## src/rtl/ps2_kbd_pkg.sv

```systemverilog
// Shared scancode constants, FSM state types and note helpers for the PS/2 note transmitter.
package ps2_kbd_pkg;

  localparam int unsigned NOTE_W = 3;

  localparam logic [7:0] KC_NOTE1 = 8'h16;
  localparam logic [7:0] KC_NOTE2 = 8'h1E;
  localparam logic [7:0] KC_NOTE3 = 8'h26;
  localparam logic [7:0] KC_BREAK = 8'hF0;

  typedef logic [NOTE_W-1:0] note_t;

  typedef enum logic [1:0] {
    F_IDLE,
    F_BIT_HI,
    F_BIT_LO,
    F_GAP
  } frame_state_e;

  typedef enum logic [1:0] {
    T_IDLE,
    T_LOAD,
    T_SEND
  } top_state_e;

  function automatic logic [7:0] note_to_kc(input note_t note);
    case (note)
      3'd1:    note_to_kc = KC_NOTE1;
      3'd2:    note_to_kc = KC_NOTE2;
      3'd3:    note_to_kc = KC_NOTE3;
      default: note_to_kc = 8'h00;
    endcase
  endfunction

  // Notes 4..7 are not keys and read as "no key held".
  function automatic note_t note_norm(input note_t note);
    note_norm = (note > 3'd3) ? '0 : note;
  endfunction

endpackage

```

## src/rtl/ps2_frame_tx.sv

```systemverilog
// PS/2 device-side byte serialiser: start, 8 data bits LSB first, odd parity, stop, then idle gap.
module ps2_frame_tx
  import ps2_kbd_pkg::*;
#(
  parameter int unsigned HALF_PERIOD = 2500,
  parameter int unsigned GAP_CYCLES  = 5000
) (
  input  logic       clk,
  input  logic       rst,
  input  logic       start,
  input  logic [7:0] data,
  output logic       ready,
  output logic       done,
  output logic       ps2_clk,
  output logic       ps2_data
);

  localparam int unsigned MAXC = (HALF_PERIOD > GAP_CYCLES) ? HALF_PERIOD : GAP_CYCLES;
  localparam int unsigned CW   = $clog2(MAXC) + 1;
  localparam logic [CW-1:0] HP_LAST  = CW'(HALF_PERIOD - 1);
  localparam logic [CW-1:0] GAP_LAST = CW'(GAP_CYCLES - 1);

  frame_state_e r_state, w_state_nxt;
  logic [CW-1:0] r_cnt, w_cnt_nxt;
  logic [10:0]   r_shift, w_shift_nxt;
  logic [3:0]    r_bits, w_bits_nxt;
  logic          r_ps2_clk, r_ps2_data, r_done;

  always_comb begin
    w_state_nxt = r_state;
    w_cnt_nxt   = r_cnt;
    w_shift_nxt = r_shift;
    w_bits_nxt  = r_bits;
    case (r_state)
      F_IDLE: begin
        if (start) begin
          w_shift_nxt = {1'b1, ~^data, data, 1'b0};
          w_bits_nxt  = 4'd10;
          w_cnt_nxt   = '0;
          w_state_nxt = F_BIT_HI;
        end
      end
      F_BIT_HI: begin
        if (r_cnt == HP_LAST) begin
          w_cnt_nxt   = '0;
          w_state_nxt = F_BIT_LO;
        end else begin
          w_cnt_nxt = r_cnt + 1'b1;
        end
      end
      F_BIT_LO: begin
        if (r_cnt == HP_LAST) begin
          w_cnt_nxt = '0;
          if (r_bits == 4'd0) begin
            w_state_nxt = F_GAP;
          end else begin
            w_shift_nxt = {1'b1, r_shift[10:1]};
            w_bits_nxt  = r_bits - 4'd1;
            w_state_nxt = F_BIT_HI;
          end
        end else begin
          w_cnt_nxt = r_cnt + 1'b1;
        end
      end
      F_GAP: begin
        if (r_cnt == GAP_LAST) begin
          w_cnt_nxt   = '0;
          w_state_nxt = F_IDLE;
        end else begin
          w_cnt_nxt = r_cnt + 1'b1;
        end
      end
      default: w_state_nxt = F_IDLE;
    endcase
  end

  // Line levels are registered from the next state so the pins never glitch on decode.
  always_ff @(posedge clk or posedge rst) begin
    if (rst) begin
      r_state    <= F_IDLE;
      r_cnt      <= '0;
      r_shift    <= '1;
      r_bits     <= '0;
      r_ps2_clk  <= 1'b1;
      r_ps2_data <= 1'b1;
      r_done     <= 1'b0;
    end else begin
      r_state    <= w_state_nxt;
      r_cnt      <= w_cnt_nxt;
      r_shift    <= w_shift_nxt;
      r_bits     <= w_bits_nxt;
      r_ps2_clk  <= (w_state_nxt != F_BIT_LO);
      r_ps2_data <= (w_state_nxt == F_BIT_HI || w_state_nxt == F_BIT_LO) ? w_shift_nxt[0] : 1'b1;
      r_done     <= (w_state_nxt == F_GAP) && (r_state != F_GAP);
    end
  end

  // Ready on the last gap cycle so the next byte loads without a dead cycle.
  assign ready    = (r_state == F_IDLE) || (r_state == F_GAP && r_cnt == GAP_LAST);
  assign done     = r_done;
  assign ps2_clk  = r_ps2_clk;
  assign ps2_data = r_ps2_data;

endmodule

```

## src/rtl/ps2_note_tx.sv

```systemverilog
// Note-to-scancode PS/2 transmitter: queues make/break bytes on note changes and serialises them.
// Optional typematic repeat of the held note is enabled by defining PS2_TYPEMATIC_EN.
module ps2_note_tx
  import ps2_kbd_pkg::*;
#(
  parameter int unsigned HALF_PERIOD = 2500,
  parameter int unsigned GAP_CYCLES  = 5000,
  parameter int unsigned REPEAT_CYC  = 25000000
) (
  input  logic              clk,
  input  logic              rst,
  input  logic [NOTE_W-1:0] note,
  output logic              ps2_clk,
  output logic              ps2_data,
  output logic              busy,
  output logic              byte_done
);

  top_state_e  r_state, w_state_nxt;
  note_t       r_sent, w_sent_nxt;
  logic [7:0]  r_q [3];
  logic [7:0]  w_q_nxt [3];
  logic [1:0]  r_qlen, w_qlen_nxt;
  logic        r_busy;
  note_t       w_new;
  logic        w_mismatch, w_start, w_ready, w_rep_fire;

  assign w_new      = note_norm(note);
  assign w_mismatch = (r_state == T_IDLE) && (w_new != r_sent);

`ifdef PS2_TYPEMATIC_EN
  localparam int unsigned RW = $clog2(REPEAT_CYC) + 1;
  logic [RW-1:0] r_rep;

  assign w_rep_fire = (r_state == T_IDLE) && !w_mismatch && (r_sent != '0) &&
                      (r_rep == RW'(REPEAT_CYC - 1));

  always_ff @(posedge clk or posedge rst) begin
    if (rst) begin
      r_rep <= '0;
    end else if (r_state != T_IDLE || w_mismatch || r_sent == '0 || w_rep_fire) begin
      r_rep <= '0;
    end else begin
      r_rep <= r_rep + 1'b1;
    end
  end
`else
  logic w_unused_repeat;
  assign w_unused_repeat = (REPEAT_CYC == 0);
  assign w_rep_fire      = 1'b0;
`endif

  always_comb begin
    w_state_nxt = r_state;
    w_sent_nxt  = r_sent;
    w_q_nxt     = r_q;
    w_qlen_nxt  = r_qlen;
    w_start     = 1'b0;
    case (r_state)
      T_IDLE: begin
        if (w_mismatch) begin
          w_sent_nxt  = w_new;
          w_state_nxt = T_LOAD;
          if (r_sent != '0) begin
            w_q_nxt[0] = KC_BREAK;
            w_q_nxt[1] = note_to_kc(r_sent);
            w_q_nxt[2] = note_to_kc(w_new);
            w_qlen_nxt = (w_new != '0) ? 2'd3 : 2'd2;
          end else begin
            w_q_nxt[0] = note_to_kc(w_new);
            w_qlen_nxt = 2'd1;
          end
        end else if (w_rep_fire) begin
          w_q_nxt[0]  = note_to_kc(r_sent);
          w_qlen_nxt  = 2'd1;
          w_state_nxt = T_LOAD;
        end
      end
      T_LOAD: begin
        w_start     = 1'b1;
        w_q_nxt[0]  = r_q[1];
        w_q_nxt[1]  = r_q[2];
        w_q_nxt[2]  = 8'h00;
        w_qlen_nxt  = r_qlen - 2'd1;
        w_state_nxt = T_SEND;
      end
      T_SEND: begin
        if (w_ready) begin
          w_state_nxt = (r_qlen != 2'd0) ? T_LOAD : T_IDLE;
        end
      end
      default: w_state_nxt = T_IDLE;
    endcase
  end

  always_ff @(posedge clk or posedge rst) begin
    if (rst) begin
      r_state <= T_IDLE;
      r_sent  <= '0;
      r_q     <= '{default: '0};
      r_qlen  <= '0;
      r_busy  <= 1'b0;
    end else begin
      r_state <= w_state_nxt;
      r_sent  <= w_sent_nxt;
      r_q     <= w_q_nxt;
      r_qlen  <= w_qlen_nxt;
      r_busy  <= (w_state_nxt != T_IDLE);
    end
  end

  ps2_frame_tx #(
    .HALF_PERIOD (HALF_PERIOD),
    .GAP_CYCLES  (GAP_CYCLES)
  ) u_frame (
    .clk      (clk),
    .rst      (rst),
    .start    (w_start),
    .data     (r_q[0]),
    .ready    (w_ready),
    .done     (byte_done),
    .ps2_clk  (ps2_clk),
    .ps2_data (ps2_data)
  );

  assign busy = r_busy;

endmodule

```

## config.mk

```make
export PLATFORM = sky130hd
export DESIGN_NAME = ps2_note_tx
export DESIGN_NICKNAME = d
export VERILOG_FILES = /design/src/rtl/ps2_kbd_pkg.sv /design/src/rtl/ps2_frame_tx.sv /design/src/rtl/ps2_note_tx.sv
export SDC_FILE = /design/constraint.sdc
export NUM_CORES = 1
export LEC_CHECK = 0
export ABC_AREA = 1
export CELL_PAD_IN_SITES_DETAIL_PLACEMENT = 2
export CELL_PAD_IN_SITES_GLOBAL_PLACEMENT = 2
export CORE_ASPECT_RATIO = 0.8
export CORE_MARGIN = 1.5
export CORE_UTILIZATION = 35
export DETAILED_ROUTE_END_ITERATION = 10
export PLACE_DENSITY_LB_ADDON = 0.1
export SLEW_MARGIN = 20
export SYNTH_ARGS = -nofsm -noshare
export SYNTH_HDL_FRONTEND = slang
export SYNTH_SLANG_ARGS = --single-unit
export TNS_END_PERCENT = 20
```

## constraint.sdc

```tcl
create_clock -name clk -period 5.55 [get_ports clk]
set_clock_uncertainty 0.2 [all_clocks]
set_input_delay 1.11 -clock clk [delete_from_list [all_inputs] [get_ports clk]]
set_output_delay 1.11 -clock clk [all_outputs]
set_load 0.02 [all_outputs]
```

# After elaboration in Yosys (flattened, before gate mapping)
# Cells that the tools add are included.
totals:
  input_bits: 5
  register_bits: 66
  word_cells: 99
  output_inout_bits: 4
op_classes:
  reduce_logical: 20
  n_mux: 36
  n_addsub: 3
  magnitude_cmp: 1
  eq_ne: 24
ops:
  columns: ["cell", "count"]
  rows:
  - ["case mux 24 bit (2 select lines)", 1]
  - ["two-way mux 14 bit", 3]
  - ["case mux 14 bit (3 select lines)", 1]
  - ["case mux 6 bit (3 select lines)", 2]
  - ["two-way mux 11 bit", 3]
  - ["two-way mux 16 bit", 2]
  - ["case mux 11 bit (2 select lines)", 1]
  - ["two-way mux 2 bit", 9]
  - ["two-way mux 8 bit", 2]
  - ["adder 14 x 1 -> 14 bit, second input constant", 1]
  - ["equality test 14 x 12 -> 1 bit, second input constant", 1]
  - ["equality test 14 x 13 -> 1 bit, second input constant", 1]
  - ["equality test 3 x 2 -> 1 bit, second input constant", 4]
  - ["two-way mux 4 bit", 3]
  - ["equality test 2 bit, second input constant", 5]
  - ["!= test 2 bit, second input constant", 4]
  - ["case mux 2 bit (4 select lines)", 1]
  - ["case mux 4 bit (2 select lines)", 1]
  - ["nonzero test 2 bit", 4]
  - ["XNOR reduction 8 bit", 1]
  - ["equality test 2 x 1 -> 1 bit, second input constant", 3]
  - ["equality test 3 x 1 -> 1 bit, second input constant", 2]
  - ["!= test 2 x 1 -> 1 bit, second input constant", 3]
  - ["case mux 2 bit (3 select lines)", 1]
  - ["other kinds (16)", 25]

# Depth between registers and ports, before layout
# Gate-level depths: netlist of the first run.
depth:
  depth_word: 7
  ltp_mapped: 14
  depth_no_buf: 14

# Cells and area by module
# From an unflattened synthesis of the first run, not the netlist that was laid out.
hier_totals:
  hier_cells: 414
  area_unflattened_um2: 3198.1
by_module_without_submodules:
  columns: ["mod", "area_each_um2", "instances", "cells_per_inst", "seq_area_each_um2"]
  rows:
  - ["ps2_frame_tx", 2079.5, 1, 266, 867.1]
  - ["ps2_note_tx", 1118.6, 1, 148, 525.5]

# Worst setup path after synthesis of the first run
# OpenSTA, ideal clock, no wires.
synth_timing:
  kind: "input-to-reg"
  start: "input note[2]"
  end: "register r_busy, in the netlist busy"
  t_arrival_ns: 2.021
  required_ns: 5.226
  path_buffers: 1
  path_stages: 10
  setup_time_ns: 0.124
  slack_ns: 3.204
  path_cell_list: "inv_2 -> nand2_1 -> nand2_1 -> nand2_1 -> nor2_1 -> nand2_2 -> nand2_1 -> buf_4 -> nand2_2 -> or2_1"
synth_via:
  elab_chain_cells: 7
synth_lines:
  columns: ["element", "line_no", "rtl"]
  rows:
  - ["from (decl)", "ps2_note_tx.sv:12", "input logic [NOTE_W-1:0] note,"]
  - ["greater-than comparator 3 x 2 -> 1 bit", "ps2_kbd_pkg.sv:37", "note_norm = (note > 3'd3) ? '0 : note;"]
  - ["two-way mux 3 bit (*)", "ps2_kbd_pkg.sv:37", null]
  - ["!= test 3 bit (*)", "ps2_note_tx.sv:29", "assign w_mismatch = (r_state == T_IDLE) && (w_new != r_sent);"]
  - ["logical AND 1 bit (*)", "ps2_note_tx.sv:29", null]
  - ["two-way mux 2 bit (*)", "ps2_note_tx.sv:61", "if (w_mismatch) begin"]
  - ["case mux 2 bit (3 select lines) (*)", "ps2_note_tx.sv:59", "case (r_state)"]
  - ["named net w_state_nxt[0]", "ps2_note_tx.sv:19", "top_state_e r_state, w_state_nxt;"]
  - ["nonzero test 2 bit (*)", "ps2_note_tx.sv:108", "r_busy <= (w_state_nxt != T_IDLE);"]
  - ["to (signal assigned)", "ps2_note_tx.sv:108", null]
  - ["to (decl)", "ps2_note_tx.sv:24", "logic r_busy;"]
# Mark *: on every way through the listed nets, which the timed path passes. The rest lies on a longest branch.
# A chain may end at the register's enable or synchronous reset.

# Worst setup path in the final report of the first run
layout_timing:
  start: "input note[1]"
  end: "register r_qlen[1]"
layout_via:
  elab_chain_cells: 6
layout_lines:
  columns: ["element", "line_no", "rtl"]
  rows:
  - ["greater-than comparator 3 x 2 -> 1 bit", "ps2_kbd_pkg.sv:37", null]
  - ["two-way mux 3 bit (*)", "ps2_kbd_pkg.sv:37", null]
  - ["!= test 3 bit (*)", "ps2_note_tx.sv:29", null]
  - ["logical AND 1 bit (*)", "ps2_note_tx.sv:29", null]
  - ["!= test 2 bit (no source line) (*)", null, null]
  - ["AND reduction 2 bit (no source line) (*)", null, null]
  - ["to (signal assigned)", "ps2_note_tx.sv:107", "r_qlen <= w_qlen_nxt;"]
  - ["to (decl)", "ps2_note_tx.sv:23", "logic [1:0] r_qlen, w_qlen_nxt;"]
# Every way passes the cells marked *; elsewhere a longest branch is shown, timed or not.

==> reports/qor.tcl, run 1 <==
set qor(floorplan.initialDensity_pct) 35.8
set qor(period_minus_slack_ns) 2.98
set qor(netlist_instances) 390
set qor(worst_ir_drop_vdd_mv) 0.128
set qor(vias) 2536
set qor(design.die.area_um2) 9180
set qor(setup.worst_path.end_class) {register}
set qor(hp-class) {reg -> reg}
set qor(floorplan.rows) 30
set qor(multiInputGateArea_um2) 1390
set qor(post_synth_edffs) 0
set qor(number_of_instances_on_the_worst_hold_path) 2
set qor(post_synth.cell_area_avg_um2) 7.73
set qor(first_global_vias) 2893
set qor(critical_path.max_fanout) 11
set qor(final-setup-viol-count) 0
set qor(grtUsageTotal_pct) 19.6
set qor(clock.fmax_mhz) 336
set qor(finalWirelength_um) 8060
set qor(antenna_left) 0
set qor(p_leak_uw) 0.00157
set qor(tritoncts) {done}
set qor(worst-path-stages) 10
set qor(wl_per_cell_um) 15.8
set qor(yosysWarningCount) 0
set qor(clock_pin_transition_on_the_worst_setup_and_hold_timing_paths_ns) 0.11
set qor(required_ns) 5.54
set qor(cts.hold.buffers_added) 0
set qor(dpl.hpwl_um) 6170
set qor(place_congestion) 0.809
set qor(cts_resized) 0
set qor(synth_top_area_cell) {sky130_fd_sc_hd__dfrtp_1}
set qor(die_wd_um) 107
set qor(yosys-top-cells-area) {sky130_fd_sc_hd__dfrtp_1 (35%), sky130_fd_sc_hd__nand2_1 (13%), sky130_fd_sc_hd__dfstp_2 (11%), sky130_fd_sc_hd__nand3_1 (7.5%), sky130_fd_sc_hd__inv_1 (5.1%)}
set qor(worst_ep_arrival_time_ns) 2.97
set qor(timing.final.hold_violations) 0
set qor(die_h_um) 86
set qor(ys_seq_elements) 55
set qor(antenna_cells_inserted) 0
set qor(drc) 0
set qor(nFillCells) 1002
set qor(synth_top_cell_area_share_pct) 34.9
set qor(finalCritPeriodShare_pct) 53.7
set qor(clockBufferDepth) 2
set qor(finish.net_count) 413
set qor(flow.area_growth_from_synthesis_pct) 8.68
set qor(drt_first_pass_iters) 4
set qor(grt_start_max_net_pins) 30
set qor(critical_path.cell_chain) {clkdlybuf4s50_1, nand2_1, nand2_1, nand2_1, nor2_1, nand2_2, nand2_1, nand2_1, nand2_1, o211ai_1}
set qor(unrepaired_setup_endpoints_after_global_routing) {no}
set qor(setup_slack_placement_ns) 2.23
set qor(yosys.cell_count.top_type) {sky130_fd_sc_hd__nand2_1}
set qor(timing_max_transition_violations_final) 0
set qor(seqCellArea_um2) 1390
set qor(relSlewSlack_pct) 55.9
set qor(power_per_cell_area_nw_per_um2) 198
set qor(htree_levels) 2
set qor(synth_cell_area_um2) 3010
set qor(seq_area_frac_synth_pct) 46.2
set qor(ff2ff_path_depth) 8
set qor(timing.max_cap.violations) 0
set qor(status) {finished, final reports clean}
set qor(grt_antenna_before_repair) 0
set qor(worstSetupStartpointType) {input pin}
set qor(crit_slowest_cell) {sky130_fd_sc_hd__clkdlybuf4s50_1}
set qor(first_iter_violations) 62
set qor(core_area_um2) 8410
set qor(globalRouteOverflowTotal) 0
set qor(crit_top_cell) {sky130_fd_sc_hd__nand2_1}
set qor(setup.worst_path.class) {in -> reg}
set qor(tightestPinTransition_ns) 0.661
set qor(design.portCount) 9
set qor(clock_insertion_delay_at_the_later_pin_of_the_skew_report_ns) 0.31
set qor(critPathMaxStageDelay_ns) 0.48
set qor(tritoncts_buffers) 5
set qor(setup_slack_ns) 2.57
set qor(cp_num_buf_inv) 1
set qor(synth_flop_cell) {sky130_fd_sc_hd__dfrtp_1}
set qor(synthTopCellsByCount) {sky130_fd_sc_hd__nand2_1 (106), sky130_fd_sc_hd__nand3_1 (45), sky130_fd_sc_hd__dfrtp_1 (42)}
set qor(first_pass_grt_wire_length_um) 14200
set qor(ctsRootBufferMaster) {sky130_fd_sc_hd__clkbuf_8}
set qor(synthArstFlopShare_pct) 100
set qor(ys_types) 34
set qor(post_cts_buffers) 0
set qor(aggregate_negative_setup_slack_ns) 0
set qor(drive_above_1_share_pct) 10.6
set qor(via_per_inst) 4.97
set qor(timing.critical_path.max_delay_family) {simple AND/OR/NAND/NOR gates}
set qor(clkSinkCount) 55
set qor(buffer_ports.inserted) 8
set qor(synthesis.nets) 406
==> cells in the final DEF (no fill, tap or decap), types with 3 or more instances in the layout <==
master | Yosys | layout
sky130_fd_sc_hd__nand2_1 | 106 | 106
sky130_fd_sc_hd__nand3_1 | 45 | 45
sky130_fd_sc_hd__dfrtp_1 | 42 | 42
sky130_fd_sc_hd__inv_1 | 41 | 40
sky130_fd_sc_hd__nor2_1 | 40 | 40
sky130_fd_sc_hd__o21ai_0 | 27 | 27
sky130_fd_sc_hd__dfstp_2 | 13 | 13
sky130_fd_sc_hd__a21oi_1 | 11 | 11
sky130_fd_sc_hd__ha_1 | 11 | 11
sky130_fd_sc_hd__clkdlybuf4s50_1 | 0 | 8
sky130_fd_sc_hd__nand2_2 | 7 | 7
sky130_fd_sc_hd__nor3_1 | 6 | 6
sky130_fd_sc_hd__clkbuf_8 | 0 | 5
sky130_fd_sc_hd__xor2_1 | 4 | 4
sky130_fd_sc_hd__o21ai_1 | 4 | 4
sky130_fd_sc_hd__inv_2 | 2 | 3
==> power by group <==
group	leakage, uW	internal, uW	switching [uW]
Sequential	0.000676	401	0
Clock	0.0000418	88.6	141
Combinational	0.000857	4.21	12.6
Total	0.00157	494	153
==> flip-flops by register name, indices dropped and copies added (netlist names), 2 cells and up <==
register and cells:
u_frame.r_bits 4, r_q 13, u_frame.r_state 2, r_qlen 2, r_sent 3, r_state 2, u_frame.r_cnt 14, u_frame.r_shift 11
==> worst register-to-register path, delay by kind of cell, from the launching register on <==
| kind | cells | cell delay [ns] |
|---|---|---|
| fa+ha+maj | 1 | 0.22 |
| buf+inv | 3 | 0.56 |
| simple gates | 4 | 1.27 |
| flops | 1 | 0.44 |
==> area by class of cell <==
class,instances,area share (%)
flip-flops and latches,55,42.5
multi-input cells,280,42.5
inverters,46,5.35
well taps,112,4.28
repair buffers,9,2.67
clock buffers,5,2.10
clock inverters,3,0.611
==> routing by layer <==
layer	track usage, %	vias to the layer above	routed length [um]
li1	-	1251	-
met1	26.5	1263	4050
met4	3.27	0	56
met3	2.74	6	114
met2	34.1	16	3840
met5	0	-	0
==> final timing paths <==
kind | startpoint | slack (ns) | endpoint
setup / recovery | note[1] | 2.57 | r_qlen[1]
hold reg to reg | u_frame.r_shift[7] | 0.28 | u_frame.r_shift[7]
hold / removal | u_frame.r_shift[7] | 0.28 | u_frame.r_shift[7]
max in group asynchronous | rst | 3.30 | u_frame.r_shift[2]
min in group asynchronous | rst | 0.99 | u_frame.r_cnt[0]
setup reg to reg | u_frame.r_state[1] | 2.81 | u_frame.r_shift[10]
==> metrics by stage <==
| stage | utilization [%] | hold slack, ns | power (uW) | instances | cell area [um2] |
|---|---|---|---|---|---|
| 2_1_floorplan | - | 0.242 | 418 | 390 | 3010 |
| 3_3_place_gp | 37.9 | 0.258 | 425 | 502 | 3190 |
| 3_5_place_dp | 37.9 | 0.267 | 426 | 502 | 3190 |
| 4_1_cts | 39.0 | 0.283 | 660 | 510 | 3280 |
| 5_1_grt | 39.0 | 0.302 | 677 | 510 | 3280 |
| 6_report | 39.0 | 0.282 | 647 | 510 | 3280 |
==> logic make-up after synthesis <==
kind of cell / share of synthesized area, %
AO/OA/AOI/OAI: 9.01
XOR/XNOR: 1.45
adder cells (fa/ha/maj): 4.57
buffers and inverters: 7.64
flip-flops: 46.2
AND/OR/NAND/NOR: 31.1
Power figures use the tool's default switching activity.
==> run 2: changes to the inputs <==
CORE_UTILIZATION = 33   (was 35)
clock period = 2.4 ns   (was 5.55 ns; I/O delays follow)
==> run 2 against run 1 <==
- global-route usage shrank 0.69 points
- cell count increased by 2.0%
- clock power grew to 3.6 times the previous value
- non-clock buffer count increased by 10
- utilization rose by 0.90 points
- first-iteration DRC count up 9.7%
- wire length up 2.8%
- critical path depth up 2
- combinational power grew to 2.6 times the previous value
- setup slack worse by 2.4 ns
- worst hold slack worse by 0.011 ns
- register-to-register slack lost 2.6 ns
- critical endpoint is now u_frame.ps2_data
==> reports/qor.tcl, run 2 (synthesized netlist as in run 1, its figures left out) <==
set qor(status) {finished, final reports clean}
set qor(die_wd_um) 110
set qor(die_h_um) 88.5
set qor(finish.net_count) 423
set qor(place_congestion) 0.796
set qor(mostFrequentLayoutCell) {sky130_fd_sc_hd__nand2_1}
set qor(first_iter_violations) 68
set qor(post_cts_buffers) 0
set qor(drive_above_1_share_pct) 13.2
set qor(largest-register) {u_frame.r_cnt}
set qor(antenna_left) 0
set qor(grtUsageTotal_pct) 18.9
set qor(via_per_inst) 5.01
set qor(worstSetupStartpointType) {register}
set qor(period_minus_slack_ns) 2.22
set qor(hp-start) {u_frame.r_shift[5]}
set qor(required_ns) 2.44
set qor(timing_max_transition_violations_final) 0
set qor(top_regs) {u_frame.r_cnt x14, r_q x13, u_frame.r_shift x11}
set qor(seqCellArea_um2) 1390
set qor(ff2ff_path_depth) 12
set qor(final_core_utilization_pct) 39.9
set qor(cts.hold.buffers_added) 0
set qor(power_per_cell_area_nw_per_um2) 520
set qor(final-setup-viol-count) 0
set qor(htree_levels) 2
set qor(number_of_instances_on_the_worst_hold_path) 2
set qor(drc) 0
set qor(worst_ep_arrival_time_ns) 2.26
set qor(setup.worst_path.end_class) {register}
set qor(first_pass_grt_wire_length_um) 13900
set qor(finalCritPeriodShare_pct) 92.6
set qor(relSlewSlack_pct) 72.7
set qor(finalWirelength_um) 8280
set qor(cts_resized) 0
set qor(seq_power_share_pct) 51.6
set qor(multiInputGateArea_um2) 1400
set qor(nFillCells) 1022
set qor(setup.worst_path.class) {reg -> reg}
set qor(clkSinkCount) 55
set qor(antenna_cells_inserted) 0
set qor(grt_start_max_net_pins) 56
set qor(tritoncts_buffers) 5
set qor(critPathMaxStageDelay_ns) 0.44
set qor(tightestPinTransition_ns) 0.406
set qor(globalRouteOverflowTotal) 0
set qor(net_switching_power_uw) 379
set qor(post-layout-total-power_uw) 1800
set qor(detailed_place.area_um2) 3270
set qor(critical_path.cell_chain) {ha_4, nand2_1, inv_1, nand2_1, nor2_1, nand2_1, nand2_1, nor2_1, o21ai_0, nand2_1, ha_1, nand3_1}
set qor(buffer_ports.inserted) 8
set qor(timing.max_cap.violations) 0
set qor(internal-power_uw) 1420
set qor(floorplan.rows) 30
set qor(vias) 2604
set qor(grt_antenna_before_repair) 0
set qor(first_global_vias) 2768
set qor(crit_top_cell) {sky130_fd_sc_hd__nand2_1}
set qor(hp-class) {reg -> reg}
set qor(clock_power_share_pct) 46.0
set qor(dpl.hpwl_um) 6050
set qor(regToRegSetupSlack_ns) 0.18
set qor(timing.final.hold_violations) 0
set qor(p_sw_share_pct) 21.1
set qor(power.combinational.fraction_pct) 2.4
set qor(crit_slowest_cell) {sky130_fd_sc_hd__dfrtp_1}
set qor(design.portCount) 9
set qor(worst_ir_drop_vdd_mv) 0.229
set qor(design.die.area_um2) 9720
set qor(unrepaired_setup_endpoints_after_global_routing) {no}
set qor(clock_pin_transition_on_the_worst_setup_and_hold_timing_paths_ns) 0.07
set qor(tritoncts) {done}
set qor(p_leak_uw) 0.00167
set qor(holdPathEnd) {u_frame.r_shift[5]}
set qor(flow.area_growth_from_synthesis_pct) 14.7
set qor(worstReg2RegEnd) {u_frame.ps2_data}
set qor(core_area_um2) 8670
set qor(r2r_start) {u_frame.r_cnt[0]}
set qor(wl_per_cell_um) 15.9
set qor(largest_register_ff_count) 14
set qor(ctsRootBufferMaster) {sky130_fd_sc_hd__clkbuf_16}
set qor(drt_first_pass_iters) 4
set qor(clock_insertion_delay_at_the_later_pin_of_the_skew_report_ns) 0.30
set qor(postLayoutCellArea_um2) 3460
set qor(clockBufferDepth) 2
set qor(critical_path.max_fanout) 4
set qor(floorplan.initialDensity_pct) 34.8
set qor(clock.fmax_mhz) 450
set qor(most_used_cells_in_the_layout_excluding_fill_and_tap_cells) {sky130_fd_sc_hd__nand2_1 (106), sky130_fd_sc_hd__nand3_1 (45), sky130_fd_sc_hd__dfrtp_1 (42), sky130_fd_sc_hd__inv_1 (40), sky130_fd_sc_hd__nor2_1 (40)}
==> run 2: layout make-up <==
class,instances,area share [%]
tap,112,4.06
multi-input combinational,280,40.6
clock buffer,7,4.74
inverter,46,5.07
sequential,55,40.3
clock inverter,1,0.145
timing repair buffer,19,5.07
==> run 2: layer usage <==
layer,vias to the layer above,wire (um),GRT usage [%],share of wire [%]
li1,1275,-,-,-
met1,1306,4240,26.2,51
met2,18,3790,30.4,46
met3,5,183,3.31,2.2
met4,0,70,5.31,0.85
met5,-,0,0,0
==> run 2: worst max path at each step <==
stage | startpoint | endpoint | slack [ns]
finish | u_frame.r_cnt[0] | u_frame.ps2_data | 0.18
global route | u_frame.r_cnt[0] | u_frame.ps2_data | 0.01
CTS | u_frame.r_cnt[0] | u_frame.ps2_data | 0.14
detailed placement | note[2] | r_qlen[1] | -0.04
global placement | note[2] | r_qlen[1] | 0.10
floorplan | rst | busy | 0.40
==> run 2: per-stage QoR <==
step                      setup slack (ns)  std cells  TNS, ns  hold WS (ns)
after floorplan                      0.399        390        0         0.242
after global placement               0.101        512        0         0.255
after global routing                0.0119        520        0         0.289
after detailed placement           -0.0364        512  -0.0749         0.264
after CTS                            0.139        520        0         0.274
final                                0.177        520        0         0.270
==> run 2: power by group through the flow <==
stage	clock network (uW)	logic, uW	registers (uW)
5_1_grt	889	50.5	927
6_report	827	43.9	927
3_5_place_dp	0	45.9	944
3_3_place_gp	0	44.9	944
4_1_cts	862	46.3	927
2_1_floorplan	0	21.5	945
==> run 2: critical path, delay by kind of cell, from the launching register on <==
kind | cells | cell delay [ns]
DFF | 1 | 0.44
adders and majority gates | 2 | 0.51
and+or+nand+nor | 8 | 0.77
AOI/OAI and AO/OA | 1 | 0.17
buffers and inverters | 1 | 0.07
==> run 3: changes to the inputs <==
CTS_CLUSTER_SIZE = 10   (was not set)
==> results of run 3 <==
The final DEF is identical to that of run 2; final timing and power are the same.
